[src/rtl/shared_dff_bank_arbiter.sv]
// shared_dff_bank_arbiter: round-robin write arbiter gating the enables of a shared DFF register bank
module shared_dff_bank_arbiter #(
    parameter int NREQ  = 4,
    parameter int WIDTH = 8,
    parameter int DEPTH = 4,
    parameter int AW    = 2
) (
    input  logic                   clock,
    input  logic                   reset,
    input  logic [NREQ-1:0]        req,
    input  logic [NREQ*AW-1:0]     wr_addr,
    input  logic [NREQ*WIDTH-1:0]  wr_data,
    output logic [NREQ-1:0]        gnt,
    output logic [DEPTH*WIDTH-1:0] bank_q,
    output logic [DEPTH-1:0]       valid,
    output logic                   busy
);
    localparam int PW = (NREQ > 1) ? $clog2(NREQ) : 1;

    logic [PW-1:0]    ptr;
    logic [PW-1:0]    ptr_nxt;
    logic [PW-1:0]    win;
    logic [PW-1:0]    idx;
    logic [NREQ-1:0]  elig;
    logic [NREQ-1:0]  pick;
    logic             found;
    logic [AW-1:0]    waddr;
    logic [WIDTH-1:0] wdata;
    logic [DEPTH-1:0] en;

    // the requester acked this cycle sits out, so a stale req cannot win twice in a row
    assign elig    = req & ~gnt;
    assign ptr_nxt = (win == PW'(NREQ - 1)) ? '0 : win + 1'b1;
    assign waddr   = wr_addr[win*AW +: AW];
    assign wdata   = wr_data[win*WIDTH +: WIDTH];

    // circular scan starting at ptr; first eligible requester wins
    always_comb begin
        found = 1'b0;
        win   = '0;
        idx   = '0;
        pick  = '0;
        for (int k = 0; k < NREQ; k++) begin
            idx = PW'((int'(ptr) + k) % NREQ);
            if (!found && elig[idx]) begin
                found     = 1'b1;
                win       = idx;
                pick[idx] = 1'b1;
            end
        end
    end

    // per-register enables; out-of-range addresses decode to no register at all
    always_comb begin
        en = '0;
        for (int j = 0; j < DEPTH; j++)
            en[j] = found && (int'(waddr) == j);
    end

    // enable-gated register bank: only the decoded register loads the winner's data
    always_ff @(posedge clock) begin
        if (!reset) begin
            bank_q <= '0;
            valid  <= '0;
        end else begin
            for (int j = 0; j < DEPTH; j++) begin
                if (en[j]) begin
                    bank_q[j*WIDTH +: WIDTH] <= wdata;
                    valid[j]                 <= 1'b1;
                end
            end
        end
    end

    // registered grant/ack, busy flag and round-robin pointer
    always_ff @(posedge clock) begin
        if (!reset) begin
            gnt  <= '0;
            busy <= 1'b0;
            ptr  <= '0;
        end else begin
            gnt  <= pick;
            busy <= found;
            if (found)
                ptr <= ptr_nxt;
        end
    end
endmodule

[config.mk]
export PLATFORM = sky130hd
export DESIGN_NAME = shared_dff_bank_arbiter
export DESIGN_NICKNAME = d
export VERILOG_FILES = /design/src/rtl/shared_dff_bank_arbiter.sv
export SDC_FILE = /design/constraint.sdc
export NUM_CORES = 1
export LEC_CHECK = 0
export BUFFER_PORTS_ARGS = -buffer_cell sky130_fd_sc_hd__buf_2
export CAP_MARGIN = 5
export CELL_PAD_IN_SITES_DETAIL_PLACEMENT = 0
export CELL_PAD_IN_SITES_GLOBAL_PLACEMENT = 1
export CORE_UTILIZATION = 40
export CTS_BUF_LIST = sky130_fd_sc_hd__clkbuf_8
export CTS_CLUSTER_DIAMETER = 80
export CTS_CLUSTER_SIZE = 25
export DETAILED_ROUTE_END_ITERATION = 8
export GPL_TIMING_DRIVEN = 1
export HOLD_SLACK_MARGIN = 0.15
export PLACE_DENSITY = 0.89
export SLEW_MARGIN = 5
export SYNTH_ARGS = -nofsm -noshare
export SYNTH_HDL_FRONTEND = slang
export SYNTH_SLANG_ARGS = --single-unit
[constraint.sdc]
create_clock -name clock -period 5.9 [get_ports clock]
set_input_delay 1.18 -clock clock [delete_from_list [all_inputs] [get_ports clock]]
set_output_delay 1.18 -clock clock [all_outputs]
set_load 0.005 [all_outputs]
# --- Yosys cells after proc, flatten, opt, wreduce, memory -nomap -nowiden ---
# Cells that the tools add are included.
word_totals:
  word_cells: 78
  output_inout_bits: 41
  ff_bits: 43
  memories: 0
  input_bits: 46
  latchBits: 0
  ramBits: 0
  mem_bits_ro: 0
op_classes:
  addsub: 4
  n_div: 0
  n_shift: 2
  n_reduce_logical: 15
  n_mul: 0
  n_bitwise: 5
  magnitude_cmp: 8
  muxes: 29
  eq_ne: 4
ops:
  columns: ["cell", "count"]
  rows:
  - ["$shiftx A32 B6 Y8", 1]
  - ["$mux W4", 4]
  - ["$lt A2 B3 Y1 const B", 4]
  - ["$mux W1", 12]
  - ["$or A4 B4 Y4", 3]
  - ["$logic_and A1 B1 Y1", 11]
  - ["$mux W2", 5]
  - ["$bmux W1 S2", 4]
  - ["$demux W1 S2", 4]
  - ["$ge A2 B1 Y1 const B", 4]
  - ["$shiftx A8 B4 Y2", 1]
  - ["$eq A2 B2 Y1 const B", 3]
  - ["$add A2 B1 Y2 const B", 2]
  - ["$add A2 B2 Y2 const B", 2]
  - ["$and A4 B4 Y4", 1]
  - ["$not A4 Y4", 1]
  - ["$logic_not A1 Y1", 3]
  - ["$eq A2 B1 Y1 const B", 1]
  - ["$logic_not A2 Y1", 1]

# --- Logic depth before layout (Yosys ltp) ---
depth:
  ltp_word: 17
  mapped_depth: 13
  depth_no_buf: 10

# --- Worst setup path before layout ---
# No wires, ideal clock.
synth_path:
  path_kind: "input to register"
  from: "input port req[1]"
  to: "register bank_q[10]"
  arrival_time_ns: 3.321
  path_slack_ns: 2.447
  stages: 9
  t_required_ns: 5.769
  n_path_buf: 1
  setup_time_ns: 0.131
  path_cell_list: "and2b_1 mux4_2 nor2_4 a211oi_2 a31oi_4 mux2_2 or3_1 buf_4 mux2i_1"
synth_via:
  elab_chain_len: 16
  word_cells_on_any_way: 27
  cone_classes: "1 x eq/ne; 2 x shift; 16 x mux; 1 x bitwise; 7 x reduce/logical"
synth_lines:
  columns: ["element", "line_no", "rtl"]
  rows:
  - ["from (decl)", "10", "input logic [NREQ-1:0] req,"]
  - ["$and A4 B4 Y4 (*)", "32", "assign elig = req & ~gnt;"]
  - ["$bmux W1 S2", "45", "if (!found && elig[idx]) begin"]
  - ["$mux W1 (implied by the code)", "45", null]
  - ["$mux W1", "45", null]
  - ["$logic_not A1 Y1", "45", null]
  - ["$logic_and A1 B1 Y1", "45", null]
  - ["$mux W1", "45", null]
  - ["$logic_not A1 Y1", "45", null]
  - ["$logic_and A1 B1 Y1", "45", null]
  - ["$mux W1", "45", null]
  - ["$logic_not A1 Y1", "45", null]
  - ["$logic_and A1 B1 Y1", "45", null]
  - ["$mux W2", "45", null]
  - ["$shiftx A8 B4 Y2", "34", "assign waddr = wr_addr[win*AW +: AW];"]
  - ["$eq A2 B2 Y1", "57", "en[j] = found && (int'(waddr) == j);"]
  - ["$logic_and A1 B1 Y1", "57", null]
  - ["to (signal, indexed assignment)", "68", "bank_q[j*WIDTH +: WIDTH] <= wdata;"]
  - ["to (decl)", "14", "output logic [DEPTH*WIDTH-1:0] bank_q,"]
# Every way passes the cells marked *; elsewhere a longest branch is shown, timed or not. The select of a mux whose other input is x is not followed.
# A chain may end at the register's enable or synchronous reset.

# --- Worst setup path in the final report ---
layout_path:
  from: "register ptr[0]"
  to: "register bank_q[7]"
layout_via:
  elab_chain_len: 15
  word_cells_on_any_way: 29
  cone_classes: "3 x add/sub; 2 x shift; 16 x mux; 8 x reduce/logical"
layout_lines:
  columns: ["element", "line_no", "rtl"]
  rows:
  - ["from (decl)", "20", "logic [PW-1:0] ptr;"]
  - ["from (signal assigned)", "85", "ptr <= ptr_nxt;"]
  - ["parallel branches: the longest is 15 deep, another holds $add A2 B1 Y2", null, null]
# Several ways; the timed one is not identified. The select of a mux whose other input is x is not followed.

==> results by group <==
Power
  – Power per cell area: 538 mW/mm²
  – Peak supply drop: 0.266 mV
  – Switching Share: 41.8%
  – PnR Total Power: 1.53 mW
  – P_leak: 1.41 nW
  – Power Internal: 0.890 mW
  – Flop pwr share: 28.5%
  – Switching pwr: 0.640 mW
  – Clk pwr share: 14.1%
  – Combinational Power Share: 57.4%

Routing
  – Final antenna-violating net count: 0
  – Total wire length: 5450 µm
  – Via-per-instance ratio: 5.11
  – DRT iter0 DRCs: 133
  – DRC: 0
  – Drt wl/cell: 13.8 µm
  – Vias: 2023
  – Drt first pass iters: 4

Die
  – Die height: 77.8 µm
  – Die area: 0.00605 mm²
  – Initial Utilization: 41.7%
  – Io pins: 87
  – Cell row count: 27
  – Core Area: 0.00551 mm²
  – Die width: 77.8 µm

Place
  – # port buffers: 86
  – Placer's final routability congestion estimate: 0.873
  – Dpl hpwl: 4160 µm
  – Place WS: 1.63 ns

Critical path
  – CP max stage cell: dfxtp_1
  – CP Launch Type: flip-flop
  – CP max stage delay: 0.73 ns
  – Critical path arrival: 4.31 ns
  – Critical setup path kind: reg2reg
  – Crit path max fanout: 21
  – Crit-path most repeated cell: mux2i_1
  – Buf/Inv on CP: 1
  – Crit path cell chain: inv_4, ha_1, nor2b_1, o21ai_0, o211ai_1, nand2_1, mux2i_1, mux2i_1, nor3b_2, mux2i_1
  – WP data required: 6.12 ns
  – Crit end category: flip-flop
  – CP delay by family, top: simple AND/OR/NAND/NOR gates

Global route
  – M2 GR Usage: 30.8%
  – Grt met3 use: 3.41%
  – Vias in the first global route: 1835
  – Initial antenna violation count: 0
  – Busiest grt layer: met2
  – Tot GR Track Use: 18.1%
  – GR Layer Usage met1: 23.5%
  – First-pass GRT wire length: 8670 µm
  – GR Overflow Total: 0
  – Pin count of the biggest net entering global routing: 43

CTS
  – Setup bufs post-CTS: 0
  – CTS tree: built
  – CTS Buffer Depth: 2
  – # hold bufs at CTS: 0
  – Post-CTS Resized: 0
  – # clock sinks: 43
  – Root buffer cell: clkbuf_8
  – Clk pin slew, worst setup/hold paths: 0.08 ns
  – Clock buffer count from CTS: 5
  – Clock Latency Late Sink: 0.29 ns
  – H-tree levels: 2

Final layout
  – Post-layout util: 51.6%
  – Synthesis-to-layout area growth: 23.7%
  – Antenna cell count: 0
  – Layout cells sized above 1: 33.3%
  – Filler cells: 544
  – Final nets: 378

Yosys
  – Mapped Cells: 248
  – Mux cell area share after synthesis: 26.0%
  – Sequential-to-total area share from yosys stat: 37.5%
  – Largest family of logic cells by synthesized area: multiplexers
  – Synth top area share: 37.5%
  – Adder-Cell Fraction of Synth Area: 4.35%
  – Syn nets: 302
  – Synth Area in Simple Gates: 14.7%
  – Yosys warnings: 0
  – Cell taking the most area after synthesis: dfxtp_1
  – Mapped Area: 0.00230 mm²
  – Mean Syn Cell Area: 9.27 µm²
  – Ranking of synthesized cells by area: dfxtp_1 (37%), mux2i_1 (20%), nand2_1 (8.7%), mux2_2 (4.4%), ha_1 (4.4%)
  – Synth Register Bits: 43
  – Yosys cell types: 35
  – Compound-Gate Fraction of Synth Area: 12.8%
  – Xor/xnor share of the synthesized area: 0%

Timing
  – Period utilization: 69.4%
  – Max Freq: 0.244 GHz
  – Slew margin rel.: 38.7%
  – Clk_skew: 0.00471 ns
  – Worst-Margin Slew: 0.917 ns
  – Unrepaired setup endpoints after global routing: no
  – Post-route minimum period: 4.10 ns
  – Final worst setup slack: 1.80 ns
  – Final setup TNS: 0 ns
  – Slew Viols, Final: 0
  – Final hold violation count: 0
  – Final setup violating endpoints: 0

Status
  – Status: finished, final reports clean

Job
  – Max Cap Viol: 0

Min path
  – Hold Crit Class: reg2reg
[cells in the final DEF (no fill, tap or decap), drive strengths merged, types with 5 or more instances in the layout]
cell type  count
mux2           9
nand2         53
buf           86
inv            6
clkbuf         5
dfxtp         43
o21ai          9
o211ai         9
ha             8
mux2i         45
a21oi          9
nor2           7
[power by group through the flow]
| stage | clock, mW | sequential (mW) | combinational (mW) |
|---|---|---|---|
| 2_1_floorplan | 0 | 0.428 | 0.704 |
| 3_5_place_dp | 0 | 0.444 | 0.881 |
| 5_1_grt | 0.229 | 0.448 | 0.967 |
| 3_3_place_gp | 0 | 0.442 | 0.864 |
| 4_1_cts | 0.221 | 0.438 | 0.884 |
| 6_report | 0.216 | 0.437 | 0.877 |
[worst register-to-register path, cell delays in order, from the launching register on]
cell and delay (ns):
dfxtp_1 0.73, inv_4 0.14, ha_1 0.49, nor2b_1 0.21
o21ai_0 0.20, o211ai_1 0.13, nand2_1 0.70, mux2i_1 0.29
mux2i_1 0.19, nor3b_2 0.70, mux2i_1 0.26
[kinds of logic after synthesis]
group / count (synthesis)
simple gates: 77
mux: 56
flops: 43
compound gates: 41
buf+inv: 23
fa+ha+maj: 8
[state kept, by name (all words and copies together) (netlist names)]
name	flops
gnt	4
busy	1
bank_q	32
ptr	2
valid	4
[area by class of cell]
cell class / count / area [µm²] / share of cell area [%]
clock buffers: 5 / 68.8 / 2.42
repair buffers: 86 / 430 / 15.1
multi-input cells: 182 / 1330 / 46.9
clock inverters: 2 / 33.8 / 1.19
inverters: 6 / 25.0 / 0.880
well taps: 72 / 90.1 / 3.17
flip-flops and latches: 43 / 861 / 30.3
[path summary, 6_finish.rpt]
| check | slack [ns] | endpoint | depth (start not counted) | from |
|---|---|---|---|---|
| setup / recovery | 1.80 | bank_q[7] | 10 | ptr[0] |
| hold / removal | 0.44 | valid[2] | 2 | valid[2] |
| setup reg to reg | 1.80 | bank_q[7] | 10 | ptr[0] |
| hold reg to reg | 0.44 | valid[2] | 2 | valid[2] |
[stage by stage]
stage	area (µm²)	std cells	hold slack (ns)
after floorplan	2300	248	0.442
after global placement	2740	389	0.430
after detailed placement	2740	389	0.435
after CTS	2840	396	0.447
after global routing	2840	396	0.475
final	2840	396	0.442
[synth_stat cells (all sizes together)]
cell type / n
a311oi: 1
a222oi: 4
o21ai: 9
nor3: 1
clkinv: 1
nand3b: 1
nand2: 53
nand3: 4
a31oi: 1
nor3b: 1
nor2: 7
mux2i: 45
o211ai: 9
clkbuf: 7
a32oi: 1
and2b: 2
inv: 5
or3: 1
o22ai: 1
a21oi: 9
o21a: 1
nand2b: 4
o2111ai: 1
buf: 10
ha: 8
mux2: 9
nor2b: 3
mux4: 2
a211oi: 3
dfxtp: 43
o31ai: 1
[metal layers]
layer	wire length [µm]	vias up	share of wire, %
li1	-	1023	-
met1	2560	915	47
met2	2550	81	47
met3	306	4	5.6
met4	36	0	0.66
met5	0	-	0
Note: power is estimated with default switching activity, not from simulation.
